File: src/rtl/fetch_pkg.sv
// fetch_pkg: shared types and constants for the instruction fetch stage.
//   NOP_INSTR     - instruction presented to decode when nothing is valid
//   FETCH_PC_W    - PC width stored in buffer entries (upper bound for ADDR_WIDTH)
//   fetch_state_t - BOOT / RUN control states
//   fetch_entry_t - one buffered fetch result {pc, instr}
package fetch_pkg;

   localparam logic [31:0] NOP_INSTR  = 32'h0000_0013;
   localparam int unsigned FETCH_PC_W = 32;

   typedef enum logic {
      BOOT = 1'b0,
      RUN  = 1'b1
   } fetch_state_t;

   typedef struct packed {
      logic [FETCH_PC_W-1:0] pc;
      logic [31:0]           instr;
   } fetch_entry_t;

endpackage

File: src/rtl/fetch_if.sv
// fetch_if: instruction-memory read bus and decode handshake of the fetch stage.
//   master - the fetch stage (drives requests and the decode payload)
//   slave  - memory/decode side (returns read data and decode ready)
interface fetch_if #(
   parameter int unsigned ADDR_WIDTH = 32
);
   logic                  imem_req;
   logic [ADDR_WIDTH-1:0] imem_addr;
   logic [31:0]           imem_rdata;
   logic                  dec_valid;
   logic                  dec_ready;
   logic [31:0]           dec_instr;
   logic [ADDR_WIDTH-1:0] dec_pc;
   logic [ADDR_WIDTH-1:0] dec_pc_plus4;

   modport master (
      output imem_req, imem_addr,
      input  imem_rdata,
      output dec_valid, dec_instr, dec_pc, dec_pc_plus4,
      input  dec_ready
   );

   modport slave (
      input  imem_req, imem_addr,
      output imem_rdata,
      input  dec_valid, dec_instr, dec_pc, dec_pc_plus4,
      output dec_ready
   );
endinterface

File: src/rtl/fetch_buffer.sv
// fetch_buffer: 2-entry FIFO of fetch_entry_t between instruction memory and decode.
//   clk_i, rst_ni  - clock, asynchronous active-low reset
//   flush_i        - drop all entries (wins over push/pop)
//   push_i/push_data_i - write one entry at the tail
//   pop_i          - remove the head entry
//   head_o         - registered head entry (valid when count_o != 0)
//   count_o        - number of stored entries, 0..2
module fetch_buffer
   import fetch_pkg::*;
(
   input  logic         clk_i,
   input  logic         rst_ni,
   input  logic         flush_i,
   input  logic         push_i,
   input  fetch_entry_t push_data_i,
   input  logic         pop_i,
   output fetch_entry_t head_o,
   output logic [1:0]   count_o
);

   fetch_entry_t mem_q [2];
   logic         rd_ptr_q, rd_ptr_d;
   logic         wr_ptr_q, wr_ptr_d;
   logic [1:0]   count_q, count_d;

   always_comb begin
      rd_ptr_d = rd_ptr_q;
      wr_ptr_d = wr_ptr_q;
      count_d  = count_q;
      if (flush_i) begin
         rd_ptr_d = 1'b0;
         wr_ptr_d = 1'b0;
         count_d  = 2'd0;
      end else begin
         if (push_i) wr_ptr_d = ~wr_ptr_q;
         if (pop_i)  rd_ptr_d = ~rd_ptr_q;
         count_d = count_q + 2'(push_i) - 2'(pop_i);
      end
   end

   always_ff @(posedge clk_i or negedge rst_ni) begin
      if (!rst_ni) begin
         rd_ptr_q <= 1'b0;
         wr_ptr_q <= 1'b0;
         count_q  <= 2'd0;
         for (int i = 0; i < 2; i++) mem_q[i] <= '{pc: '0, instr: NOP_INSTR};
      end else begin
         rd_ptr_q <= rd_ptr_d;
         wr_ptr_q <= wr_ptr_d;
         count_q  <= count_d;
         if (push_i && !flush_i) mem_q[wr_ptr_q] <= push_data_i;
      end
   end

   assign head_o  = mem_q[rd_ptr_q];
   assign count_o = count_q;

   // The stage only requests when a slot is guaranteed, so these can never fire.
   a_no_overflow: assert property (@(posedge clk_i) disable iff (!rst_ni)
      !(push_i && !pop_i && !flush_i && count_q == 2'd2));
   a_no_underflow: assert property (@(posedge clk_i) disable iff (!rst_ni)
      !(pop_i && !flush_i && count_q == 2'd0));

endmodule

File: src/rtl/fetch_stage.sv
// fetch_stage: owns the PC, issues reads to a synchronous instruction memory and
// delivers {instr, pc, pc+4} to decode. A 2-entry buffer with an empty-buffer
// bypass absorbs decode back-pressure; redirects flush the stage in one cycle.
//   clk_i, rst_ni          - clock, asynchronous active-low reset
//   bus (fetch_if.master)  - imem request/address/rdata, decode valid/ready/payload
//   redirect_i, redirect_pc_i - taken branch/jump and its target
//   misaligned_o           - one-cycle pulse when a redirect target is not word aligned
// ADDR_WIDTH must not exceed fetch_pkg::FETCH_PC_W.
module fetch_stage
   import fetch_pkg::*;
#(
   parameter int unsigned           ADDR_WIDTH = 32,
   parameter logic [ADDR_WIDTH-1:0] RESET_PC   = '0
)(
   input  logic                  clk_i,
   input  logic                  rst_ni,
   fetch_if.master               bus,
   input  logic                  redirect_i,
   input  logic [ADDR_WIDTH-1:0] redirect_pc_i,
   output logic                  misaligned_o
);

   localparam logic [ADDR_WIDTH-1:0] PC_STEP = ADDR_WIDTH'(4);

   fetch_state_t          state_q, state_d;
   logic [ADDR_WIDTH-1:0] pc_q, pc_d;          // next fetch address
   logic [ADDR_WIDTH-1:0] ifpc_q, ifpc_d;      // address of the read in flight
   logic                  inflight_q, inflight_d;

   fetch_entry_t          head, push_data;
   logic [1:0]            count;
   logic                  buf_push, buf_pop, buf_flush;

   logic                  req, valid, pop, misal;
   logic [ADDR_WIDTH-1:0] addr, dpc, tgt;
   logic [31:0]           instr;
   logic [2:0]            occ;

   assign tgt = {redirect_pc_i[ADDR_WIDTH-1:2], 2'b00};

   always_comb begin
      state_d    = RUN;              // BOOT lasts exactly one cycle after reset
      pc_d       = pc_q;
      ifpc_d     = ifpc_q;
      inflight_d = 1'b0;
      req        = 1'b0;
      addr       = pc_q;
      valid      = 1'b0;
      instr      = NOP_INSTR;
      dpc        = pc_q;
      pop        = 1'b0;
      occ        = 3'd0;
      misal      = 1'b0;
      buf_push   = 1'b0;
      buf_pop    = 1'b0;
      buf_flush  = 1'b0;
      push_data  = '{pc: FETCH_PC_W'(ifpc_q), instr: bus.imem_rdata};

      case (state_q)
         RUN: begin
            if (redirect_i) begin
               // Drop everything, including this cycle's response, and refetch.
               buf_flush  = 1'b1;
               req        = 1'b1;
               addr       = tgt;
               pc_d       = tgt + PC_STEP;
               ifpc_d     = tgt;
               inflight_d = 1'b1;
               misal      = |redirect_pc_i[1:0];
            end else begin
               if (count != 2'd0) begin
                  valid = 1'b1;
                  instr = head.instr;
                  dpc   = ADDR_WIDTH'(head.pc);
               end else if (inflight_q) begin
                  // Empty buffer: hand the memory response straight to decode.
                  valid = 1'b1;
                  instr = bus.imem_rdata;
                  dpc   = ifpc_q;
               end
               pop      = valid & bus.dec_ready;
               buf_pop  = pop & (count != 2'd0);
               buf_push = inflight_q & ((count != 2'd0) | ~pop);
               // Request only if buffer + in-flight read can still hold its data.
               occ = {1'b0, count} + {2'b00, inflight_q} - {2'b00, pop};
               if (occ < 3'd2) begin
                  req        = 1'b1;
                  pc_d       = pc_q + PC_STEP;
                  ifpc_d     = pc_q;
                  inflight_d = 1'b1;
               end
            end
         end
         default: ;                  // BOOT: no request, redirects ignored
      endcase
   end

   always_ff @(posedge clk_i or negedge rst_ni) begin
      if (!rst_ni) begin
         state_q    <= BOOT;
         pc_q       <= RESET_PC;
         ifpc_q     <= RESET_PC;
         inflight_q <= 1'b0;
      end else begin
         state_q    <= state_d;
         pc_q       <= pc_d;
         ifpc_q     <= ifpc_d;
         inflight_q <= inflight_d;
      end
   end

   fetch_buffer u_buf (
      .clk_i       (clk_i),
      .rst_ni      (rst_ni),
      .flush_i     (buf_flush),
      .push_i      (buf_push),
      .push_data_i (push_data),
      .pop_i       (buf_pop),
      .head_o      (head),
      .count_o     (count)
   );

   assign bus.imem_req     = req;
   assign bus.imem_addr    = addr;
   assign bus.dec_valid    = valid;
   assign bus.dec_instr    = instr;
   assign bus.dec_pc       = dpc;
   assign bus.dec_pc_plus4 = dpc + PC_STEP;
   assign misaligned_o     = misal;

endmodule
File: src/flat_wrapper.sv
// flat-port wrapper written by rule: the top's interface ports become plain ports
module fetch_stage_flat import fetch_pkg::*;
#(
   parameter int unsigned           ADDR_WIDTH = 32,
   parameter logic [ADDR_WIDTH-1:0] RESET_PC   = '0
)
  (clk_i, rst_ni, redirect_i, redirect_pc_i, misaligned_o, bus_imem_req, bus_imem_addr, bus_imem_rdata, bus_dec_valid, bus_dec_instr, bus_dec_pc, bus_dec_pc_plus4, bus_dec_ready);
  fetch_if #(.ADDR_WIDTH(ADDR_WIDTH)) bus_i ();
  input  logic clk_i;
  input  logic rst_ni;
  input  logic redirect_i;
  input  logic [ADDR_WIDTH-1:0] redirect_pc_i;
  output logic misaligned_o;
  output wire logic [$bits(bus_i.imem_req)-1:0] bus_imem_req;
  output wire logic [$bits(bus_i.imem_addr)-1:0] bus_imem_addr;
  input wire logic [$bits(bus_i.imem_rdata)-1:0] bus_imem_rdata;
  output wire logic [$bits(bus_i.dec_valid)-1:0] bus_dec_valid;
  output wire logic [$bits(bus_i.dec_instr)-1:0] bus_dec_instr;
  output wire logic [$bits(bus_i.dec_pc)-1:0] bus_dec_pc;
  output wire logic [$bits(bus_i.dec_pc_plus4)-1:0] bus_dec_pc_plus4;
  input wire logic [$bits(bus_i.dec_ready)-1:0] bus_dec_ready;
  assign bus_imem_req = bus_i.imem_req;
  assign bus_imem_addr = bus_i.imem_addr;
  assign bus_i.imem_rdata = bus_imem_rdata;
  assign bus_dec_valid = bus_i.dec_valid;
  assign bus_dec_instr = bus_i.dec_instr;
  assign bus_dec_pc = bus_i.dec_pc;
  assign bus_dec_pc_plus4 = bus_i.dec_pc_plus4;
  assign bus_i.dec_ready = bus_dec_ready;
  fetch_stage #(.ADDR_WIDTH(ADDR_WIDTH), .RESET_PC(RESET_PC)) u_core (.clk_i(clk_i), .rst_ni(rst_ni), .bus(bus_i), .redirect_i(redirect_i), .redirect_pc_i(redirect_pc_i), .misaligned_o(misaligned_o));
endmodule
File: config.mk
export PLATFORM = sky130hd
export DESIGN_NAME = fetch_stage_flat
export DESIGN_NICKNAME = d
export VERILOG_FILES = /design/src/rtl/fetch_pkg.sv /design/src/rtl/fetch_if.sv /design/src/rtl/fetch_buffer.sv /design/src/rtl/fetch_stage.sv /design/src/flat_wrapper.sv
export SDC_FILE = /design/constraint.sdc
export NUM_CORES = 1
export LEC_CHECK = 0
export ABC_AREA = 0
export ABC_CLOCK_PERIOD_IN_PS = 6600
export CAP_MARGIN = 20
export CELL_PAD_IN_SITES_DETAIL_PLACEMENT = 2
export CELL_PAD_IN_SITES_GLOBAL_PLACEMENT = 2
export CORE_ASPECT_RATIO = 0.75
export CORE_MARGIN = 8
export CORE_UTILIZATION = 36
export DETAILED_ROUTE_END_ITERATION = 10
export PLACE_DENSITY_LB_ADDON = 0.05
export SLEW_MARGIN = 20
export SYNTH_ARGS = -nofsm -noshare
export SYNTH_HDL_FRONTEND = slang
export SYNTH_SLANG_ARGS = --single-unit
File: constraint.sdc
create_clock -name clk_i -period 6.6 [get_ports clk_i]
set_clock_uncertainty 0.15 [all_clocks]
set_input_delay 0.66 -clock clk_i [delete_from_list [all_inputs] [get_ports clk_i]]
set_output_delay 0.66 -clock clk_i [all_outputs]
set_load 0.01 [all_outputs]
==> metrics <==
pwr/cell area=between 400 and 500 nW/um^2; worst vdd ir=around 220 uV; Area growth syn-to-layout=24.48%; Detailed Route Iter0 Violations=~420; WP data required=about 5.8 ns; clock power share=15.9%; Fin. Hold Viols=0; Levels on crit path=8; slowest stage delay, CP=0.96 ns; Wirelength per Cell=around 23 microns; Switching Share=40.13%; Post-DRT Antenna Nets=0; # DRC=0; Setup WS post-layout=1.017 ns; hpwl dp=around 28000 microns; Worst Path Arrival=around 4.8 ns; ys flop type=dfrtp_1; H-tree levels=4; register bit total from synthesis=190; Netlist cell types=72; Setup-failing EPs final=0; Antenna diodes=0; Worst Hold Class=input pin to asynchronous set/reset pin; RSZ-0062 raised after global routing=no; Hold Buf Count CTS=0; Nets=1364; DIE WIDTH=~220 microns; critical path class=flip-flop to output port; area of the multi-input gates=between 6000 and 7000 sq um; most frequent cells in the layout=nand2_1 (191), clkdlybuf4s50_1 (190), dfrtp_1 (183), mux2_2 (157), o21ai_0 (84); met1 Use GR=27.55%; total wire length=between 30000 and 40000 microns; most common cell after layout, fill and taps aside=nand2_1; worst path bufs/invs=2; Post-synth EDFFs=0; Max-slew headroom=between 20% and 30%; Setup WS pre-CTS=about 1.1 ns; Final Cycle Share=between 80% and 90%; Final GP Congestion=slightly below 0.8; Vias/cell=between 5 and 6; initial antenna violation count=0; Power, Total=around 6600 uW; syn_area_per_cell=roughly 9.9 sq um; Port Buffers=192; Initial Util=a little over a third; yosys warns=0; M2 GR Usage=36.60%; total CTS buffers=17; sw power=~2700 uW; vias=9313; vias in the first global route=10440; Seq/Total Area, Yosys=approximately 42%; Final Max Tran Viols=0; fillers=3289; Worst setup EP type=output port; Sum Neg Setup Slack=0 ns; reg2reg path depth=12; IO Count=~200; maximum fanout along the worst path=31; CTS tree=built; reg-to-reg setup timing slack=between 2 and 3 ns; met3 Track Usage GR=about 4.6%; clk root buf=clkbuf_16; largest net degree at the start of global routing=88; CTS max path bufs=2; mapped cell area=11310 sq um; clock-pin slew on the worst setup and hold paths=approximately 0.07 ns; family with the most delay on the worst path=simple AND/OR/NAND/NOR gates; first-pass GRT wire length=approximately 62000 microns; internal power=between 3000 and 4000 uW; worst-path cell chain=inv_1 -> a21oi_4 -> a2bb2oi_1 -> nand4_2 -> nor4_4 -> nand4_1 -> xnor2_1 -> clkdlybuf4s50_1; status=completed; asr flop ratio synth=100.0%; Worst-Skew Late Latency=~0.45 ns; Total GRT Usage=21.41%; core region area=about 31000 sq um; Slew @ Worst Pin=about 1.1 ns; post-cts repair resize count=0; number of clock sinks=between 150 and 200; final core utilization=between 40% and 50%; register area=4766 sq um; Die ar.=between 30000 and 40000 sq um; Startpoint Class=flip-flop; cell count after synthesis=~1100; Pleak=~0.006 uW; Flop pwr share=about a third; max cap viols=0; global route overflow=0; First-pass DRT Iterations=5; CP max stage cell=nor4_4; post-CTS setup buffer count=0; Row Count=56; Max Clock Freq=approximately 0.18 GHz; Die Ht=around 170 microns; logic gate share of total power=between 40% and 50%; share of layout cells above drive strength 1=18.65%; post-layout min period=approximately 5.6 ns; GR peak layer=met2
-- stage by stage --
stage | hold WS, ns | cell area (sq um) | cells
final | 0.1162 | 14080 | 1709
after global placement | 0.3306 | 13510 | 1677
after global routing | 0.1478 | 14080 | 1709
after floorplan | 0.2144 | 11330 | 1145
after CTS | 0.1530 | 14080 | 1709
after detailed placement | 0.3416 | 13510 | 1677
-- kinds of logic (layout without fill, tap and decap cells) --
logic type / count (synthesis) / after routing / synth area share (%)
other: 2 / 7 / 0.06640
AOI/OAI and AO/OA: 210 / 210 / 11.89
and+or+nand+nor: 358 / 358 / 15.76
adders and majority gates: 6 / 6 / 0.7301
buffers and inverters: 102 / 260 / 4.281
DFF: 190 / 190 / 42.10
xor gates and xnor gates: 58 / 58 / 4.491
muxes: 214 / 214 / 20.67
-- layer usage --
metal | wire, microns | part of all wire, %
met3 | 1613 | 4.1
met1 | 17620 | 45
met2 | 19360 | 49
met4 | 581 | 1.5
met5 | 0 | 0
-- flip-flops by register name, indices dropped and copies added (netlist names) --
signal,flops
u_core.u_buf.wr_ptr_q,1
u_core.inflight_q,1
u_core.u_buf.count_o,2
u_core.state_q,1
u_core.u_buf.rd_ptr_q,1
u_core.ifpc_q,30
u_core.pc_q,30
u_core.u_buf.mem_q,124
-- Yosys cell counts (all sizes together), types with 28 or more instances --
master / instances / area (sq um)
a21oi: 30 / 172.7
dfrtp: 184 / 4604
mux2i: 57 / 570.6
nand3: 28 / 145.1
mux2: 157 / 1768
o22ai: 30 / 187.7
o21ai: 87 / 435.4
nand2: 193 / 729.5
nor2: 43 / 163.9
xnor2: 43 / 376.6
buf: 42 / 257.8
clkbuf: 41 / 155.1
-- path summary, 6_finish.rpt --
path                                          from                      to
min                                         rst_ni  u_core.u_buf.mem_q[27]
min reg2reg                 u_core.u_buf.mem_q[49]  u_core.u_buf.mem_q[49]
min in group clk_i          u_core.u_buf.mem_q[49]  u_core.u_buf.mem_q[49]
max                              u_core.inflight_q    bus_dec_pc_plus4[29]
max in group asynchronous                   rst_ni   u_core.u_buf.rd_ptr_q
max reg2reg                u_core.u_buf.count_o[1]         u_core.pc_q[28]
-- final cells by class --
cell class,count,share of cell area [%]
clock buffers,25,3.448
clock inverters,7,0.6221
inverters,19,0.5065
multi-input cells,853,43.40
flip-flops and latches,190,33.85
well taps,406,3.608
repair buffers,209,14.56
-- power groups by stage --
stage | Clock (uW) | Combinational, uW | Sequential, uW
4_1_cts | 1080 | 3330 | 2300
6_report | 1050 | 3280 | 2290
3_3_place_gp | 0 | 3220 | 2290
3_5_place_dp | 0 | 3310 | 2320
2_1_floorplan | 0 | 2030 | 2020
5_1_grt | 1120 | 3580 | 2370
No activity file was read; power rests on OpenSTA's default activity.
